<file path="src/rtl/mem_pkg.sv">
// mem_pkg: bus types, OAM port address and DMA state encoding shared with the memory responder
package mem_pkg;
  typedef logic [15:0] t_addr;
  typedef logic [7:0] t_data;
  localparam t_addr OAM_DATA_ADDR = 16'h2004;
  typedef enum logic [2:0] {IDLE, ALIGN, RD, WR, DONE} t_dma_state;
endpackage

</file>
<file path="src/rtl/oam_dma_master.sv">
// oam_dma_master: NES OAM DMA bus initiator copying one page to the OAM data port, read then write per byte
module oam_dma_master #(
  parameter mem_pkg::t_addr OAM_DATA_ADDR = mem_pkg::OAM_DATA_ADDR,
  parameter int ALIGN_CYCLES = 1,
  parameter int NUM_BYTES = 256
) (
  input  logic           clk,
  input  logic           rst,
  input  logic           start,
  input  logic [7:0]     page,
  output logic           busy,
  output logic           done,
  output logic           wen,
  output logic           ren,
  input  logic           rdy,
  output mem_pkg::t_addr addr_out,
  output mem_pkg::t_data data_out,
  input  mem_pkg::t_data data_in
);
  import mem_pkg::*;
  t_dma_state state, state_n;
  logic [7:0] page_q, page_n, idx, idx_n;
  logic [1:0] cnt, cnt_n;
  t_data byte_q, byte_n;
  always_comb begin
    state_n = state;
    page_n = page_q;
    idx_n = idx;
    cnt_n = cnt;
    byte_n = byte_q;
    case (state)
      IDLE: if (start) begin
        page_n = page;
        idx_n = '0;
        cnt_n = '0;
        state_n = (ALIGN_CYCLES > 0) ? ALIGN : RD;
      end
      ALIGN: begin
        cnt_n = cnt + 2'd1;
        if (cnt == 2'(ALIGN_CYCLES - 1)) state_n = RD;
      end
      RD: if (rdy) begin
        byte_n = data_in;
        state_n = WR;
      end
      WR: if (rdy) begin
        if (idx == 8'(NUM_BYTES - 1)) state_n = DONE;
        else begin
          idx_n = idx + 8'd1;
          state_n = RD;
        end
      end
      DONE: state_n = IDLE;
      default: state_n = IDLE;
    endcase
  end
  // outputs are registered from the next state so they change together with it
  always_ff @(posedge clk) begin
    if (rst) begin
      state <= IDLE;
      page_q <= '0;
      idx <= '0;
      cnt <= '0;
      byte_q <= '0;
      busy <= 1'b0;
      done <= 1'b0;
      wen <= 1'b0;
      ren <= 1'b0;
      addr_out <= '0;
      data_out <= '0;
    end else begin
      state <= state_n;
      page_q <= page_n;
      idx <= idx_n;
      cnt <= cnt_n;
      byte_q <= byte_n;
      busy <= state_n inside {ALIGN, RD, WR};
      done <= state_n == DONE;
      ren <= state_n == RD;
      wen <= state_n == WR;
      addr_out <= (state_n == RD) ? {page_n, idx_n} : (state_n == WR) ? OAM_DATA_ADDR : '0;
      data_out <= (state_n == WR) ? byte_n : data_out;
    end
  end
endmodule

</file>
<file path="config.mk">
export PLATFORM = sky130hd
export DESIGN_NAME = oam_dma_master
export DESIGN_NICKNAME = d
export VERILOG_FILES = /design/src/rtl/mem_pkg.sv /design/src/rtl/oam_dma_master.sv
export SDC_FILE = /design/constraint.sdc
export NUM_CORES = 1
export LEC_CHECK = 0
export BUFFER_PORTS_ARGS = -buffer_cell sky130_fd_sc_hd__buf_2
export CAP_MARGIN = 20
export CORE_UTILIZATION = 55
export CTS_BUF_LIST = sky130_fd_sc_hd__clkbuf_16
export DETAILED_ROUTE_END_ITERATION = 8
export PLACE_DENSITY = 0.92
export SYNTH_ARGS = -nofsm -noshare
export SYNTH_HDL_FRONTEND = slang
export SYNTH_SLANG_ARGS = --single-unit
</file>
<file path="constraint.sdc">
create_clock -name clk -period 4.57 [get_ports clk]
set_input_delay 0.914 -clock clk [delete_from_list [all_inputs] [get_ports clk]]
set_output_delay 0.914 -clock clk [all_outputs]
set_load 0.01 [all_outputs]
</file>
Word level (Yosys, flattened, before mapping)
Index checks and enable logic that the tools add are counted.

Bits of input ports: 20. Bits in registers: 57. Word-level logic and storage cells: 45. Output and inout bits: 28.

Equal/unequal tests: 9. Mux-type cells: 18. Add/subtract/negate cells: 2. Reduce and logical (&&, ||, !) cells: 5.

Operator list (number): 2-to-1 mux 8 bit (7); 2-to-1 mux 16 bit (1); one-hot mux 8 bit (2 select lines) (1); 2-to-1 mux 3 bit (5); 2-to-1 mux 14 bit (1); == test 3 x 2 -> 1 bit, second input constant (4); one-hot mux 3 bit (4 select lines) (1); adder 8 x 1 -> 8 bit, second input constant (1); == test 8 bit, second input constant (1); == test 3 x 1 -> 1 bit, second input constant (2); one-hot mux 2 bit (2 select lines) (1); == test 3 bit, second input constant (1); zero test 3 bit (1); nonzero test 3 bit (1); adder 2 x 1 -> 2 bit, second input constant (1); zero test 2 bit (1); 2-to-1 mux 2 bit (1); inequality test 2 bit, second input constant (1); AND reduction 2 bit (1); nonzero test 2 bit (1).

Depth between registers and ports, before layout
Gate-level depths: netlist of the first run.

Depth after elaboration: 7. Gate-level depth with buffers: 6. Gate-level depth less buffers: 6.

Least setup slack after synthesis of the first run
No wires, ideal clock.

Path kind: input to register. Start: in start. End: reg addr_out[2]. Buffers on the path: 1. Slack: 2.653 ns. Setup time: 0.115 ns. Stages: 5. Arrival time: 1.803 ns. Cell sequence: or4b_1 -> buf_2 -> nand2_1 -> a21oi_1 -> o21a_1.

Cells in the longest elaborated chain, start to end: 5. Elaborated cells between the ends (all ways): 8. Those cells by class: 2 x eq/ne; 6 x mux.

Ends and longest elaborated chain: start: declaration (line oam_dma_master.sv:9) `input logic start,`; 2-to-1 mux 3 bit (line oam_dma_master.sv:32) `IDLE: if (start) begin`; one-hot mux 3 bit (4 select lines) (line oam_dma_master.sv:31) `case (state)`; == test 3 x 2 -> 1 bit (line oam_dma_master.sv:81) `addr_out <= (state_n == RD) ? {page_n, idx_n} : (state_n == WR) ? OAM_DATA_ADDR : '0;`; 2-to-1 mux 14 bit (line oam_dma_master.sv:81); 2-to-1 mux 16 bit * (line oam_dma_master.sv:81); end signal: assignment (line oam_dma_master.sv:81); end: declaration (line oam_dma_master.sv:16) `output mem_pkg::t_addr addr_out,`.

Every way passes the cells marked *; elsewhere a longest branch is shown, timed or not. A chain may end at the register's enable or synchronous reset.

Final worst setup path of the first run
Start: in rdy. End: reg data_out[6].

Cells in the longest elaborated chain, start to end: 3. Elaborated cells between the ends (all ways): 6. Those cells by class: 1 x eq/ne; 5 x mux.

Ends and longest elaborated chain: start: declaration (line oam_dma_master.sv:15) `input logic rdy,`; 2-to-1 mux 3 bit, on equally long branches (line oam_dma_master.sv:46, oam_dma_master.sv:42); one-hot mux 3 bit (4 select lines) (line oam_dma_master.sv:31); == test 3 x 2 -> 1 bit (line oam_dma_master.sv:82) `data_out <= (state_n == WR) ? byte_n : data_out;`; end signal: assignment (line oam_dma_master.sv:82); end: declaration (line oam_dma_master.sv:17) `output mem_pkg::t_data data_out,`.

Parallel ways exist; a longest one is shown, timed or not.

==> flow_summary.toml, run 1 <==
[timing]
rsz0062_at_grt = "no"
maxSlewHeadroom_pct = 54.81
setup_viol = 0
fmax_mhz = 468.2
worst_slew_pin_slew_ps = 677.9
fin_hold_ws_ps = 452.4
period_needed_ps = 2136
setup_tns_ps = 0
hold_viol = 0
slew_violations = 0
period_share_pct = 46.73
fin_skew_ps = 9.010

[detailed_routing]
drtPass1Iterations = 4
viasPerCell = 5.440
routed_wl_mm = 4.474
drt_iter0_markers = 82
drc = 0
drtAntennaViolNets = 0
via_count = 1768
routedWlPerCell_um = 13.77

[worst_setup_path]
worstPathCellList = "buf_2 > inv_1 > nor4b_2 > buf_4 > mux2i_1 > a211oi_1"
critical_path_class = "in -> reg"
crit_path_max_fanout = 7
slowest_stage = "nor4b_2"
cpPeakStageDelay_ps = 540
critical_path_required_ps = 4740
worstPathArrival_ps = 2300
critPathTopFamily = "simple AND/OR/NAND/NOR gates"
crit_path_end_kind = "register"
start_kind = "input pin"
crit_buf_inv = 3

[synthesis]
syn-cell-area_um2 = 2157
synth_edf_count = 0
yosysTopAreaCellShare_pct = 52.90
yosysSeqAreaShare_pct = 52.90
synth.ff_latch_count = 57
synth.area.top_cells = "dfxtp_1 53%, mux2i_1 6.0%, nor2_1 4.9%"
synth_ff_type = "dfxtp_1"
synthArstFlopShare_pct = 0
yosysTopAreaCell = "dfxtp_1"
syn_nets = 248
synth_cell_types = 44
synth_cells = 226
syn_avg_cell_area_um2 = 9.545
yosysWarnings = 0

[min_path]
worst_hold_path_type = "reg -> reg"

[pwr]
p_per_area_nw_per_um2 = 500.3
ir_drop_uv = 600.5
leakage_nw = 1.133
finalPower_mw = 1.338

[clock_network]
clk_pin_slew_worst_paths_ps = 50
hold_buffers = 0
cts_tree = "built"
cts_buffers = 9
root_buffer = "clkbuf_16"
post_cts_buffers = 0
ctsResizeCount = 0
htreeDepth = 3
clk_latency_ps = 320
clk_path_buf_depth = 2
cts.sinks = 57

[place]
place_hpwl_mm = 2.857
dp.cells = 309
gp_congestion = 0.8714
port_buffers = 47
place_area_um2 = 2390

[die]
core-area_um2 = 3716
die_h_um = 64.63
ioPinCount = 48
row_count = 22
chipWidth_um = 64.63
start_util_pct = 58.05
dieArea_um2 = 4176

[global_routing]
track_usage_pct = 23.05
overflow = 0
grt_antenna_before_repair = 0
grt_pass1_vias = 1605
grt_max_degree = 40
grt_pass1_wl_mm = 7.272

[flow_run]
max_cap_violations = 0

[final_layout]
postLayoutCellArea_um2 = 2675
mostFrequentLayoutCells = "57 x dfxtp_1, 47 x buf_2, 28 x nor2_1, 23 x nand2_1"
insertedDiodeCount = 0
drive_above_1_share_pct = 23.47
syn_to_final_growth_pct = 24.01
finalNetCount = 295
layout_commonest_cell = "dfxtp_1"
finalNonFillerCells = 325

[run_status]
outcome = "finished clean"
## power breakdown
part           internal (mW)  total, mW  switching, mW
registers              0.533      0.557         0.0242
logic                 0.0673      0.161         0.0934
clock network          0.410      0.620          0.210
## per-stage QoR
step / util (%) / worst slack, ps
after floorplan: - / 2653
after global placement: 64.11 / 1870
after detailed placement: 64.31 / 1992
after CTS: 71.78 / 2326
after global routing: 71.99 / 2308
final: 71.99 / 2434
## sequential cells by signal, summed over array words and instances (netlist names)
| name | flops |
|---|---|
| page_q | 8 |
| busy | 1 |
| wen | 1 |
| data_out | 8 |
| ren | 1 |
| addr_out | 16 |
| state | 3 |
| cnt | 2 |
| byte_q | 8 |
| done | 1 |
| idx | 8 |
## synthesized netlist by cell type, types with 3 or more instances
cell / number
inv_1: 5
nand4_1: 3
buf_2: 5
nand3_1: 3
a211oi_1: 8
nand2_1: 23
nor2b_1: 13
o21ai_0: 4
a21oi_1: 11
nor2_1: 28
dfxtp_1: 57
clkbuf_1: 3
nor3_1: 9
mux2i_1: 13
## logic make-up (layout without fill, tap and decap cells)
group | Yosys count | count (layout) | share of synthesized area (%)
AND/OR/NAND/NOR | 97 | 97 | 23.55
flip-flops | 57 | 57 | 52.90
AO/OA/AOI/OAI | 38 | 38 | 11.83
buffers and inverters | 18 | 69 | 4.118
multiplexers | 13 | 13 | 6.032
adder cells (fa/ha/maj) | 2 | 2 | 1.160
XOR/XNOR | 1 | 1 | 0.4061
## per-layer routing
metal	global-route usage [%]	wire length [µm]	vias up	share of wire, %
met1	27.44	1937	809	43
met3	7.570	278	7	6.2
li1	-	-	886	-
met5	0	0	-	0
met4	8.333	65	0	1.5
met2	38.55	2192	66	49
## path summary, 6_finish.rpt
path         startpoint           to  slack [ps]  cells after the start
max reg2reg    state[1]  data_out[6]        2660                      4
min           page_q[7]    page_q[7]         450                      2
max                 rdy  data_out[6]        2430                      6
min reg2reg   page_q[7]    page_q[7]         450                      2
## final cells by class
type                    instances  area (µm²)
flip-flops and latches         57        1141
fillers                       273        1041
multi-input cells             151       927.1
repair buffers                 49       250.2
clock buffers                   9       225.2
well taps                      48       60.06
clock inverters                 6       52.55
inverters                       5       18.77
## worst reg2reg max path: stages, from the launching register on
cell and delay (ps):
dfxtp_1 570, nor4b_2 560, buf_4 260, mux2i_1 260
a211oi_1 100
(Power assumes the default switching activity.)
==> run 2, diff against run 1 <==
--- a/config.mk
+++ b/config.mk
@@ -7,10 +7,10 @@
 export LEC_CHECK = 0
 export BUFFER_PORTS_ARGS = -buffer_cell sky130_fd_sc_hd__buf_2
 export CAP_MARGIN = 20
-export CORE_UTILIZATION = 55
+export CORE_UTILIZATION = 47
 export CTS_BUF_LIST = sky130_fd_sc_hd__clkbuf_16
 export DETAILED_ROUTE_END_ITERATION = 8
-export PLACE_DENSITY = 0.92
+export PLACE_DENSITY = 0.85
 export SYNTH_ARGS = -nofsm -noshare
 export SYNTH_HDL_FRONTEND = slang
 export SYNTH_SLANG_ARGS = --single-unit
==> constraint.sdc (replaced) <==
create_clock -name clk -period 1.9 [get_ports clk]
set_input_delay 0.38 -clock clk [delete_from_list [all_inputs] [get_ports clk]]
set_output_delay 0.38 -clock clk [all_outputs]
set_load 0.01 [all_outputs]
==> run 2 against run 1 <==
Sequential share of layout area decreased by 1.3 points. Non-clock buffer count increased by 8. Worst setup slack got worse by 2300 ps. Utilization decreased by 9.1 points. Wire length decreased by 2.5%. Via count decreased by 0.79%. Final area increased by 3.0%. Sequential cell count unchanged. Global-route usage decreased by 3.9 points. Clock skew decreased by 3.1 ps. Largest cell class unchanged.
==> flow_summary.toml, run 2 (synthesis gave the netlist of run 1 again) <==
[timing]
setup_viol = 0
period_share_pct = 93.79
period_needed_ps = 1782
maxSlewHeadroom_pct = 73.22
worst_slew_pin_slew_ps = 391.6
fin_hold_ws_ps = 311.5
rsz0062_at_grt = "yes"
hold_viol = 0
fmax_mhz = 561.2
fin_skew_ps = 5.885
slew_violations = 0

[clock_network]
clk_latency_ps = 320
htreeDepth = 3
root_buffer = "clkbuf_16"
cts_tree = "built"
clk_pin_slew_worst_paths_ps = 50
cts.sinks = 57
cts_buffers = 9
hold_buffers = 0
clk_path_buf_depth = 2
post_cts_buffers = 0

[place]
port_buffers = 47
place_hpwl_mm = 2.906
place_area_um2 = 2462
gp_congestion = 0.8617

[detailed_routing]
drtAntennaViolNets = 0
drtPass1Iterations = 5
routedWlPerCell_um = 12.91
drt_iter0_markers = 110
drc = 0
routed_wl_mm = 4.362
viasPerCell = 5.189
via_count = 1754

[global_routing]
overflow = 0
grt_pass1_wl_mm = 7.245
globalRouteMet2Util_pct = 30.53
track_usage_pct = 19.18
grt_max_degree = 23
grt_util_met1_pct = 22.82
grt_antenna_before_repair = 0
grt_busiest_layer = "met2"
grt_pass1_vias = 1651
grt_util_met3_pct = 8.140

[pwr]
clkPwrFrac_pct = 46.3
p_per_area_nw_per_um2 = 1180
combPwrFrac_pct = 13.0
p_seq_share_pct = 40.7
p_sw_uw = 793.0
ir_drop_uv = 854.2
leakage_nw = 1.165
swShare_pct = 24.38
p_int_mw = 2.460

[worst_setup_path]
timing.rr.start = "idx[0]"
reg2reg_to = "idx[6]"
critical_path_required_ps = 2090
start_kind = "register"
worstPathArrival_ps = 1970
reg2regPathDepth = 5
startpoint = "idx[0]"
ff2ff_setup_slack_ps = 120
cpPeakStageDelay_ps = 420
crit_path_max_fanout = 7
critical_path_class = "reg -> reg"
slowest_stage = "nor4_1"
endpoint = "idx[6]"
worstPathCellList = "ha_1 > nand4_1 > nor4_1 > mux2i_1 > nor3_1"
crit_path_end_kind = "register"

[final_layout]
postLayoutCellArea_um2 = 2756
drive_above_1_share_pct = 26.57
layout_commonest_cell = "dfxtp_1"
final_util_pct = 62.87
finalNetCount = 303
syn_to_final_growth_pct = 27.78
insertedDiodeCount = 0
mostFrequentLayoutCells = "57 x dfxtp_1, 47 x buf_2, 28 x nor2_1, 23 x nand2_1"
top_register = "addr_out"
largest_reg_flops = 16

[min_path]
worst_hold_path_type = "in -> reg"
min_from = "page[7]"

[die]
ioPinCount = 48
start_util_pct = 49.20
row_count = 24
core-area_um2 = 4384
chipWidth_um = 69.75
dieArea_um2 = 4864
die_h_um = 69.75

[run_status]
outcome = "finished clean"

[flow_run]
max_cap_violations = 0
## run 2: cell count changes in the layout (fill, tap and decap cells not counted)
cell,previous run,this run
buf_4,2,10
clkinvlp_4,0,2
a211o_1,1,0
a211o_2,0,1
clkinv_1,0,1
clkinv_2,3,2
inv_1,7,6
nor3_1,9,8
nor3_2,0,1
o311ai_0,1,0
o311ai_1,0,1
## run 2: metal layers
| metal | wire, µm | part of all wire (%) |
|---|---|---|
| met5 | 0 | 0 |
| met2 | 2078 | 48 |
| met1 | 2005 | 46 |
| met4 | 70 | 1.6 |
| met3 | 207 | 4.7 |
## run 2: timing repair
item / CTS / global route
setup endpoints to repair: 0 / 10
resized for setup: 0 / 3
hold endpoints to repair: 0 / 0
## run 2: how the worst min path moves through the flow
stage	endpoint	slack (ps)	depth (start not counted)
4_1_cts	page_q[7]	310	3
3_3_place_gp	page_q[2]	440	2
6_report	page_q[7]	310	3
3_5_place_dp	page_q[7]	460	2
5_1_grt	page_q[7]	320	3
2_1_floorplan	page_q[0]	430	2
## run 2: critical path, delay by kind of cell (launching register included)
family	cells	cell delay [ps]
adders and majority gates	1	250
muxes	1	270
and+or+nand+nor	3	760
DFF	1	380
## run 2: final cells by class
type	instances	area, µm²
sequential	57	1141
fill	371	1628
timing repair buffer	57	310.3
clock inverter	7	62.56
clock buffer	9	225.2
tap	52	65.06
multi-input combinational	151	933.4
inverter	5	18.77
## run 2: power groups by stage
| stage | Sequential [mW] | Clock, mW | Combinational, mW |
|---|---|---|---|
| 5_1_grt | 1.33 | 1.60 | 0.472 |
| 3_5_place_dp | 1.35 | 0 | 0.421 |
| 4_1_cts | 1.32 | 1.53 | 0.426 |
| 2_1_floorplan | 1.36 | 0 | 0.278 |
| 3_3_place_gp | 1.34 | 0 | 0.409 |
| 6_report | 1.32 | 1.51 | 0.423 |
## run 2: per-stage QoR
step | TNS (ps) | power (mW) | instances | setup slack [ps]
detailed placement | 0 | 1.767 | 322 | 104.6
global route | -61.09 | 3.402 | 338 | -24.86
global placement | 0 | 1.754 | 322 | 222.4
floorplan | 0 | 1.634 | 226 | 384.1
CTS | 0 | 3.281 | 338 | 93.40
finish | 0 | 3.253 | 338 | 118.0
